===== src/rtl/sort_frame_ctrl_pkg.sv =====
// Shared types and constants for the sorter frame scheduler.
package sort_frame_ctrl_pkg;

    localparam int unsigned DEF_DATA_W = 32;

    // Sorter depth is fixed in hardware.
    localparam int unsigned DEF_FRAME_LEN = 32;

    typedef enum logic [1:0] {
        ST_LOAD    = 2'd0,
        ST_PAD     = 2'd1,
        ST_DISCARD = 2'd2
    } state_t;

    function automatic logic [15:0] sat_inc16(input logic [15:0] v);
        return (v == 16'hFFFF) ? v : v + 16'd1;
    endfunction

endpackage


===== src/rtl/sort_frame_ctrl_len_fifo.sv =====
// Frame-length FIFO: one entry per frame issued to the sorter and not yet drained.
module sort_frame_ctrl_len_fifo #(
    parameter int unsigned DEPTH = 4,
    parameter int unsigned WIDTH = 6
) (
    input  logic                       clk,
    input  logic                       rst,
    input  logic                       i_push,
    input  logic [WIDTH-1:0]           i_wdata,
    input  logic                       i_pop,
    output logic [WIDTH-1:0]           o_rdata,
    output logic                       o_full,
    output logic                       o_empty,
    output logic [$clog2(DEPTH):0]     o_count
);
    localparam int unsigned PTR_W = $clog2(DEPTH);

    logic [WIDTH-1:0] r_mem [DEPTH];
    logic [PTR_W-1:0] r_wr_ptr;
    logic [PTR_W-1:0] r_rd_ptr;
    logic [PTR_W:0]   r_count;
    logic             w_do_push;
    logic             w_do_pop;

    assign o_full    = (r_count == (PTR_W+1)'(DEPTH));
    assign o_empty   = (r_count == '0);
    assign o_count   = r_count;
    assign o_rdata   = r_mem[r_rd_ptr];
    assign w_do_pop  = i_pop && !o_empty;
    assign w_do_push = i_push && (!o_full || w_do_pop);

    always_ff @(posedge clk) begin
        if (w_do_push) begin
            r_mem[r_wr_ptr] <= i_wdata;
        end
    end

    always_ff @(posedge clk) begin
        if (rst) begin
            r_wr_ptr <= '0;
            r_rd_ptr <= '0;
            r_count  <= '0;
        end else begin
            if (w_do_push) begin
                r_wr_ptr <= r_wr_ptr + PTR_W'(1);
            end
            if (w_do_pop) begin
                r_rd_ptr <= r_rd_ptr + PTR_W'(1);
            end
            if (w_do_push && !w_do_pop) begin
                r_count <= r_count + (PTR_W+1)'(1);
            end else if (w_do_pop && !w_do_push) begin
                r_count <= r_count - (PTR_W+1)'(1);
            end
        end
    end

endmodule


===== src/rtl/sort_frame_ctrl.sv =====
// Pads upstream frames to the sorter depth and strips the padding from the sorted stream.
// Optional statistics counters are built when SORT_STATS_EN is defined.
module sort_frame_ctrl
    import sort_frame_ctrl_pkg::*;
#(
    parameter int unsigned DATA_W       = DEF_DATA_W,
    parameter int unsigned FRAME_LEN    = DEF_FRAME_LEN,
    parameter int unsigned MAX_INFLIGHT = 4
) (
    input  logic                            clk,
    input  logic                            rst,
    input  logic [DATA_W-1:0]               s_data,
    input  logic                            s_valid,
    input  logic                            s_last,
    output logic                            s_ready,
    output logic [DATA_W-1:0]               sort_in,
    output logic                            sort_valid,
    output logic                            sort_last,
    input  logic                            sort_ready,
    input  logic [DATA_W-1:0]               sort_out,
    input  logic                            sort_vout,
    input  logic                            sort_lout,
    output logic [DATA_W-1:0]               m_data,
    output logic                            m_valid,
    output logic                            m_last,
    output logic [$clog2(MAX_INFLIGHT):0]   inflight,
    output logic                            err_len,
    output logic                            err_sync,
    output logic [15:0]                     stat_frames,
    output logic [15:0]                     stat_pads
);
    localparam int unsigned LEN_W    = $clog2(FRAME_LEN) + 1;
    localparam int unsigned CNT_W    = $clog2(FRAME_LEN);
    localparam logic [CNT_W-1:0]  LAST_IDX = CNT_W'(FRAME_LEN - 1);
    localparam logic [DATA_W-1:0] PAD_WORD = {DATA_W{1'b1}};

    state_t             r_state;
    logic [CNT_W-1:0]   r_in_cnt;
    logic [LEN_W-1:0]   r_len;
    logic [DATA_W-1:0]  r_sort_in;
    logic               r_sort_valid;
    logic               r_sort_last;
    logic               r_err_len;
    logic [CNT_W-1:0]   r_out_cnt;
    logic [DATA_W-1:0]  r_m_data;
    logic               r_m_valid;
    logic               r_m_last;
    logic               r_err_sync;

    logic               w_full;
    logic               w_empty;
    logic [LEN_W-1:0]   w_head_len;
    logic               w_accept;
    logic               w_pad_go;
    logic               w_in_last;
    logic               w_push;
    logic [LEN_W-1:0]   w_push_len;
    logic               w_vout_ok;
    logic               w_out_last;
    logic               w_pop;
    logic               w_m_last_nxt;

    always_comb begin
        s_ready = 1'b0;
        if (!rst) begin
            case (r_state)
                ST_LOAD:    s_ready = sort_ready && !w_full;
                ST_DISCARD: s_ready = 1'b1;
                default:    s_ready = 1'b0;
            endcase
        end
    end

    assign w_accept   = s_valid && s_ready;
    assign w_pad_go   = (r_state == ST_PAD) && sort_ready && !w_full;
    assign w_in_last  = (r_in_cnt == LAST_IDX);
    assign w_push     = ((r_state == ST_LOAD) && w_accept && w_in_last) || (w_pad_go && w_in_last);
    assign w_push_len = (r_state == ST_PAD) ? r_len : LEN_W'(FRAME_LEN);

    // Input FSM: forward, pad, or discard upstream words.
    always_ff @(posedge clk) begin
        if (rst) begin
            r_state      <= ST_LOAD;
            r_in_cnt     <= '0;
            r_len        <= '0;
            r_sort_in    <= '0;
            r_sort_valid <= 1'b0;
            r_sort_last  <= 1'b0;
            r_err_len    <= 1'b0;
        end else begin
            r_sort_valid <= 1'b0;
            r_sort_last  <= 1'b0;
            case (r_state)
                ST_LOAD: begin
                    if (w_accept) begin
                        r_sort_in    <= s_data;
                        r_sort_valid <= 1'b1;
                        if (w_in_last) begin
                            r_sort_last <= 1'b1;
                            r_in_cnt    <= '0;
                            if (!s_last) begin
                                r_err_len <= 1'b1;
                                r_state   <= ST_DISCARD;
                            end
                        end else begin
                            r_in_cnt <= r_in_cnt + CNT_W'(1);
                            if (s_last) begin
                                r_len   <= LEN_W'(r_in_cnt) + LEN_W'(1);
                                r_state <= ST_PAD;
                            end
                        end
                    end
                end
                ST_PAD: begin
                    if (w_pad_go) begin
                        r_sort_in    <= PAD_WORD;
                        r_sort_valid <= 1'b1;
                        if (w_in_last) begin
                            r_sort_last <= 1'b1;
                            r_in_cnt    <= '0;
                            r_state     <= ST_LOAD;
                        end else begin
                            r_in_cnt <= r_in_cnt + CNT_W'(1);
                        end
                    end
                end
                ST_DISCARD: begin
                    if (w_accept && s_last) begin
                        r_state <= ST_LOAD;
                    end
                end
                default: r_state <= ST_LOAD;
            endcase
        end
    end

    assign w_vout_ok    = sort_vout && !w_empty;
    assign w_out_last   = (r_out_cnt == LAST_IDX);
    assign w_pop        = w_vout_ok && w_out_last;
    assign w_m_last_nxt = w_vout_ok && ((LEN_W'(r_out_cnt) + LEN_W'(1)) == w_head_len);

    // Output side: keep the first head_len words of every sorted frame.
    always_ff @(posedge clk) begin
        if (rst) begin
            r_out_cnt  <= '0;
            r_m_data   <= '0;
            r_m_valid  <= 1'b0;
            r_m_last   <= 1'b0;
            r_err_sync <= 1'b0;
        end else begin
            r_m_valid <= 1'b0;
            r_m_last  <= 1'b0;
            if (sort_vout && w_empty) begin
                r_err_sync <= 1'b1;
            end
            if (w_vout_ok) begin
                r_m_data  <= sort_out;
                r_m_valid <= (LEN_W'(r_out_cnt) < w_head_len);
                r_m_last  <= w_m_last_nxt;
                if (sort_lout != w_out_last) begin
                    r_err_sync <= 1'b1;
                end
                r_out_cnt <= w_out_last ? '0 : r_out_cnt + CNT_W'(1);
            end
        end
    end

    sort_frame_ctrl_len_fifo #(
        .DEPTH (MAX_INFLIGHT),
        .WIDTH (LEN_W)
    ) u_len_fifo (
        .clk     (clk),
        .rst     (rst),
        .i_push  (w_push),
        .i_wdata (w_push_len),
        .i_pop   (w_pop),
        .o_rdata (w_head_len),
        .o_full  (w_full),
        .o_empty (w_empty),
        .o_count (inflight)
    );

`ifdef SORT_STATS_EN
    logic [15:0] r_stat_frames;
    logic [15:0] r_stat_pads;

    always_ff @(posedge clk) begin
        if (rst) begin
            r_stat_frames <= '0;
            r_stat_pads   <= '0;
        end else begin
            if (w_m_last_nxt) begin
                r_stat_frames <= sat_inc16(r_stat_frames);
            end
            if (w_pad_go) begin
                r_stat_pads <= sat_inc16(r_stat_pads);
            end
        end
    end

    assign stat_frames = r_stat_frames;
    assign stat_pads   = r_stat_pads;
`else
    assign stat_frames = '0;
    assign stat_pads   = '0;
`endif

    assign sort_in    = r_sort_in;
    assign sort_valid = r_sort_valid;
    assign sort_last  = r_sort_last;
    assign m_data     = r_m_data;
    assign m_valid    = r_m_valid;
    assign m_last     = r_m_last;
    assign err_len    = r_err_len;
    assign err_sync   = r_err_sync;

endmodule


===== config.mk =====
export PLATFORM = sky130hd
export DESIGN_NAME = sort_frame_ctrl
export DESIGN_NICKNAME = d
export VERILOG_FILES = /design/src/rtl/sort_frame_ctrl_pkg.sv /design/src/rtl/sort_frame_ctrl_len_fifo.sv /design/src/rtl/sort_frame_ctrl.sv
export SDC_FILE = /design/constraint.sdc
export NUM_CORES = 1
export LEC_CHECK = 0
export CAP_MARGIN = 20
export CORE_UTILIZATION = 30
export CTS_BUF_LIST = sky130_fd_sc_hd__clkbuf_8
export DETAILED_ROUTE_END_ITERATION = 6
export PLACE_DENSITY_LB_ADDON = 0.25
export SYNTH_ARGS = -nofsm -noshare
export SYNTH_HDL_FRONTEND = slang
export SYNTH_SLANG_ARGS = --single-unit

===== constraint.sdc =====
create_clock -name clk -period 3.26 [get_ports clk]
set_clock_uncertainty 0.15 [all_clocks]
set_input_delay 0.326 -clock clk [delete_from_list [all_inputs] [get_ports clk]]
set_output_delay 0.326 -clock clk [all_outputs]
set_load 0.01 [all_outputs]

==> results <==
- Cells with a size suffix above 1 make up 8.06% of the layout.
- The hold violation total from the final report is 0.
- The count of cells resized by post-cts repair is 0.
- The sequential area share after synthesis is approximately 53%.
- In this run, synthesis inferred 24 flip-flops with an integrated enable.
- The critical path arrival is 2840 ps.
- Traced cell by cell, the critical path runs through ha_1 -> and3_1 -> ha_1 -> nand2_1 -> nor2_2 -> ha_1 -> inv_1 -> fa_1 -> xor2_1 -> or3_1 -> a21oi_1.
- The endpoint type of the worst setup path is a flip-flop.
- The tree is rooted in a sky130_fd_sc_hd__clkbuf_8.
- The cell that appears most often on the critical path is sky130_fd_sc_hd__ha_1.
- Yosys printed 0 warnings.
- The post-cts hold buffer count is 0.
- The via count of the first global-routing pass is 4057.
- Derived from the worst setup path, the maximum achievable clock frequency is about 0.38 GHz.
- The overall overflow remaining after global route is 0.
- The switching power is 0.687 mW.
- The largest family of logic cells by synthesized area is simple AND/OR/NAND/NOR gates.
- The adder-cell share of the synthesized area is under 10%.
- The CTS tree is built.
- For this configuration, the core starts out at a cell density of around 31%.
- The count of nets left with antenna violations once routing finished came out at 0.
- Across the run, the number of max-cap violations was 0.
- The repair_antennas step left the layout with diodes totalling 0.
- The number of port buffers is between 100 and 150.
- The clock group share of total power is roughly 44%.
- The buffer depth of the longest clock path is 2.
- For the worst setup path, the data required time is around 3500 ps.
- The final-layout setup total negative slack is 0 ps.
- Summed over all nets, the half-perimeter wirelength after detailed placement is between 8 and 9 mm.
- The worst setup path is launched from a flip-flop.
- In the final design database the tool counted approximately 740 nets.
- The horizontal extent of the die is roughly 130 µm.
- The starting DRC count in detailed routing is ~180.
- Net switching is a little over a fifth of the power.
- The routed via count is 4014.
- The kind of cell adding the most delay to the critical path is adder cells.
- The maximum number of pins on one net before global-route repair is between 90 and 100.
- Setup repair after global routing left no endpoint under its margin.
- The run finished with clean final reports.
- The clock drives 121 sinks.
- The H-tree depth is 4.
- After Yosys synthesis, XOR and XNOR cells account for under 10% of the synthesized area.
- The initial antenna violation count came to 0.
- Averaged over all synthesized cells, the footprint is just under 10 µm².
- The first-pass iteration count of the detailed router is 4.
- The type of the worst setup path is flip-flop to flip-flop.
- Summing the areas of all and, or, nand and nor instances in the mapped netlist gives approximately 17% of the synthesized area.
- The portion of netlist area occupied by mux cells is 3.80%.
- The count of cell types in the netlist is between 40 and 50.
- The clock-pin slew on the worst setup and hold paths is about 70 ps.
- The share of the clock period used by the worst path is 81.3%.
- The worst vdd rail ir drop is just over 300 µV.
- Setup slack closes at approximately 610 ps.
- The primary flip-flop cell chosen by synthesis mapping is sky130_fd_sc_hd__dfxtp_1.
- Summed over all layers, the routed wires come to between 10 and 15 mm.
- The area fraction in compound gates after synthesis is 11.6%.
- The largest single stage delay on the critical path is just over 400 ps.
- The largest fanout of any net on the critical path is 5.
- Per report_power, the sequential group accounts for 47.6% of the total.
- The combined global-route utilization of all metal layers is 13.9%.
- The combinational cell fraction of total power is approximately 8.0%.
- The combined buffer and inverter count along the critical path is 1.
- The first global-routing pass estimated about 19 mm of wire.
- The setup violation total in the final timing report is 0.
- In the routed design, unresolved DRC markers number 0.
- Routability-driven placement finished with a final weighted congestion of roughly 0.8.
- The total area inside the core boundary comes to 0.0161 mm².
- The final critical path time including I/O delays and setup is 2650 ps.
- The row count is 46.
- Buffers added to address setup during post-CTS repair amount to 0.
- The layout-stage area growth over the synthesis result is 39.0%.
- In the final routed layout, each cell accounts on average for approximately 13 µm.
- The share of synthesized registers carrying an async set or reset is 0%.
- The cell with the largest stage delay on the worst path is sky130_fd_sc_hd__dfxtp_1.
- The measured slew at the worst slew-check pin is 995 ps.
- The relative max-transition margin is between 30% and 40%.
- The post-placement worst setup slack is 401 ps.
- The area of the die is around 0.017 mm².
- In this run the worst hold path is classified as primary input to flip-flop.
- Clock tree synthesis inserted a total of 17 buffers.
- The analysis attributes to cell leakage a power of around 2.6 nW.
- Power spread over the standard cell area amounts to 472 mW/mm².
- The floorplan die height is about 130 µm.
- The clock latency at the later pin of the worst-skew pair is 420 ps.
- The synthesized instance count is a little over 500.
- The internal power component is 2.60 mW.
- The cell area after synthesis is approximately 0.0050 mm².
- After synthesis the netlist holds a flip-flop and latch count of 121.
- The max-slew violation count is 0.
- Using the TritonRoute via totals, the vias-per-cell ratio works out to between 4 and 5.
- The number of top-level pins is 177.
==> sequential cells by signal, summed over array words and instances, names as in the netlist, named ones only <==
register,cells
sort_valid,1
m_last,1
err_len,1
u_len_fifo.r_mem,24
r_out_cnt,5
u_len_fifo.o_count,3
r_in_cnt,5
m_valid,1
u_len_fifo.r_wr_ptr,2
r_len,6
err_sync,1
r_state,2
u_len_fifo.r_rd_ptr,2
m_data,32
sort_last,1
sort_in,32
==> cell families (layout without fill, tap and decap cells) <==
| logic type | Yosys count | in the layout |
|---|---|---|
| simple gates | 184 | 184 |
| flops | 121 | 121 |
| compound gates | 100 | 100 |
| buf+inv | 76 | 196 |
| fa+ha+maj | 15 | 15 |
| xor+xnor | 12 | 12 |
| mux | 10 | 10 |
| other cells | 1 | 32 |
==> layer usage <==
| metal | wire [µm] | vias to the layer above | track usage (%) |
|---|---|---|---|
| li1 | - | 1997 | - |
| met1 | 4810 | 1846 | 15.4 |
| met2 | 5560 | 154 | 23.5 |
| met3 | 964 | 17 | 6.02 |
| met4 | 201 | 0 | 5.29 |
| met5 | 0 | - | 0 |
==> power by group through the flow <==
stage | sequential, mW | combinational, mW | clock, mW
6_report | 1.57 | 0.264 | 1.46
3_3_place_gp | 1.60 | 0.262 | 0
4_1_cts | 1.57 | 0.266 | 1.51
2_1_floorplan | 1.61 | 0.125 | 0
5_1_grt | 1.57 | 0.287 | 1.57
3_5_place_dp | 1.60 | 0.264 | 0
==> metrics by stage <==
step | utilization, % | instance area, µm² | instances | hold slack (ps) | total power, mW
after CTS | 43.2 | 6960 | 886 | 262 | 3.34
after global routing | 43.2 | 6960 | 886 | 284 | 3.43
after detailed placement | 40.5 | 6530 | 855 | 296 | 1.86
after global placement | 40.5 | 6530 | 855 | 289 | 1.86
final | 43.2 | 6960 | 886 | 298 | 3.29
after floorplan | - | 5130 | 550 | 292 | 1.73
==> final cells by class <==
| type | count | area, µm² |
|---|---|---|
| clock buffer | 21 | 289 |
| clock inverter | 10 | 149 |
| fill | 1528 | 9150 |
| inverter | 12 | 45.0 |
| multi-input combinational | 353 | 2040 |
| sequential | 121 | 2660 |
| tap | 216 | 270 |
| timing repair buffer | 153 | 1500 |
==> worst min-delay path, cell delays in order <==
cell                              delay [ps]
sky130_fd_sc_hd__clkdlybuf4s50_1         400
sky130_fd_sc_hd__nand2_1                  60
sky130_fd_sc_hd__a21oi_1                  50
==> placed cells by master, fill, tap and decap left out, types with 5 or more instances in the layout <==
cell type and count:
sky130_fd_sc_hd__clkdlybuf4s50_1 143, sky130_fd_sc_hd__dfxtp_1 97, sky130_fd_sc_hd__nand2_1 75, sky130_fd_sc_hd__nor2_1 59
sky130_fd_sc_hd__a21oi_1 48, sky130_fd_sc_hd__o22ai_1 32, sky130_fd_sc_hd__conb_1 32, sky130_fd_sc_hd__edfxtp_1 24
sky130_fd_sc_hd__clkbuf_8 21, sky130_fd_sc_hd__ha_1 14, sky130_fd_sc_hd__inv_1 13, sky130_fd_sc_hd__o21ai_0 9
sky130_fd_sc_hd__buf_4 9, sky130_fd_sc_hd__and3_1 8, sky130_fd_sc_hd__xor2_1 7, sky130_fd_sc_hd__nor3_1 6
sky130_fd_sc_hd__nand3_1 5, sky130_fd_sc_hd__xnor2_1 5, sky130_fd_sc_hd__clkinv_2 5
==> path summary, 6_finish.rpt <==
check	from	to	slack (ps)	cells past startpoint
worst max-delay path	r_in_cnt[0]	u_len_fifo.o_count[2]	610	11
worst max register to register	r_in_cnt[0]	u_len_fifo.o_count[2]	610	11
worst min register to register	m_data[22]	m_data[22]	310	2
worst min-delay path	sort_out[3]	m_data[3]	300	3
==> synthesized netlist by cell type (2+ instances only) <==
master                     count  area [µm²]
sky130_fd_sc_hd__buf_2         5        25.0
sky130_fd_sc_hd__nor3_1        6        30.0
sky130_fd_sc_hd__o22ai_1      32         200
sky130_fd_sc_hd__nand2_1      75         282
sky130_fd_sc_hd__mux4_1        4         105
sky130_fd_sc_hd__buf_6         2        22.5
sky130_fd_sc_hd__and3_1        8        50.1
sky130_fd_sc_hd__a21oi_1      48         240
sky130_fd_sc_hd__inv_1        12        45.0
sky130_fd_sc_hd__nand2b_1      2        12.5
sky130_fd_sc_hd__clkbuf_1     24        90.1
sky130_fd_sc_hd__mux4_2        2        45.0
sky130_fd_sc_hd__nor2b_1       6        37.5
sky130_fd_sc_hd__nor3b_2       2        25.0
sky130_fd_sc_hd__nor4_1        2        12.5
sky130_fd_sc_hd__a211oi_2      3        37.5
sky130_fd_sc_hd__o21ai_0       9        45.0
sky130_fd_sc_hd__nand3_1       5        25.0
sky130_fd_sc_hd__a31oi_1       2        12.5
sky130_fd_sc_hd__edfxtp_1     24         721
sky130_fd_sc_hd__mux2i_1       4        40.0
sky130_fd_sc_hd__and2_1        4        25.0
sky130_fd_sc_hd__buf_4        32         240
sky130_fd_sc_hd__nor4b_1       3        26.3
sky130_fd_sc_hd__or3_1         2        12.5
sky130_fd_sc_hd__o21a_1        2        15.0
sky130_fd_sc_hd__dfxtp_1      97        1940
sky130_fd_sc_hd__xor2_1        7        61.3
sky130_fd_sc_hd__nor2_1       59         221
sky130_fd_sc_hd__xnor2_1       5        43.8
sky130_fd_sc_hd__ha_1         14         175
sky130_fd_sc_hd__nand3b_1      3        22.5
No activity file was read; power rests on OpenSTA's default activity.
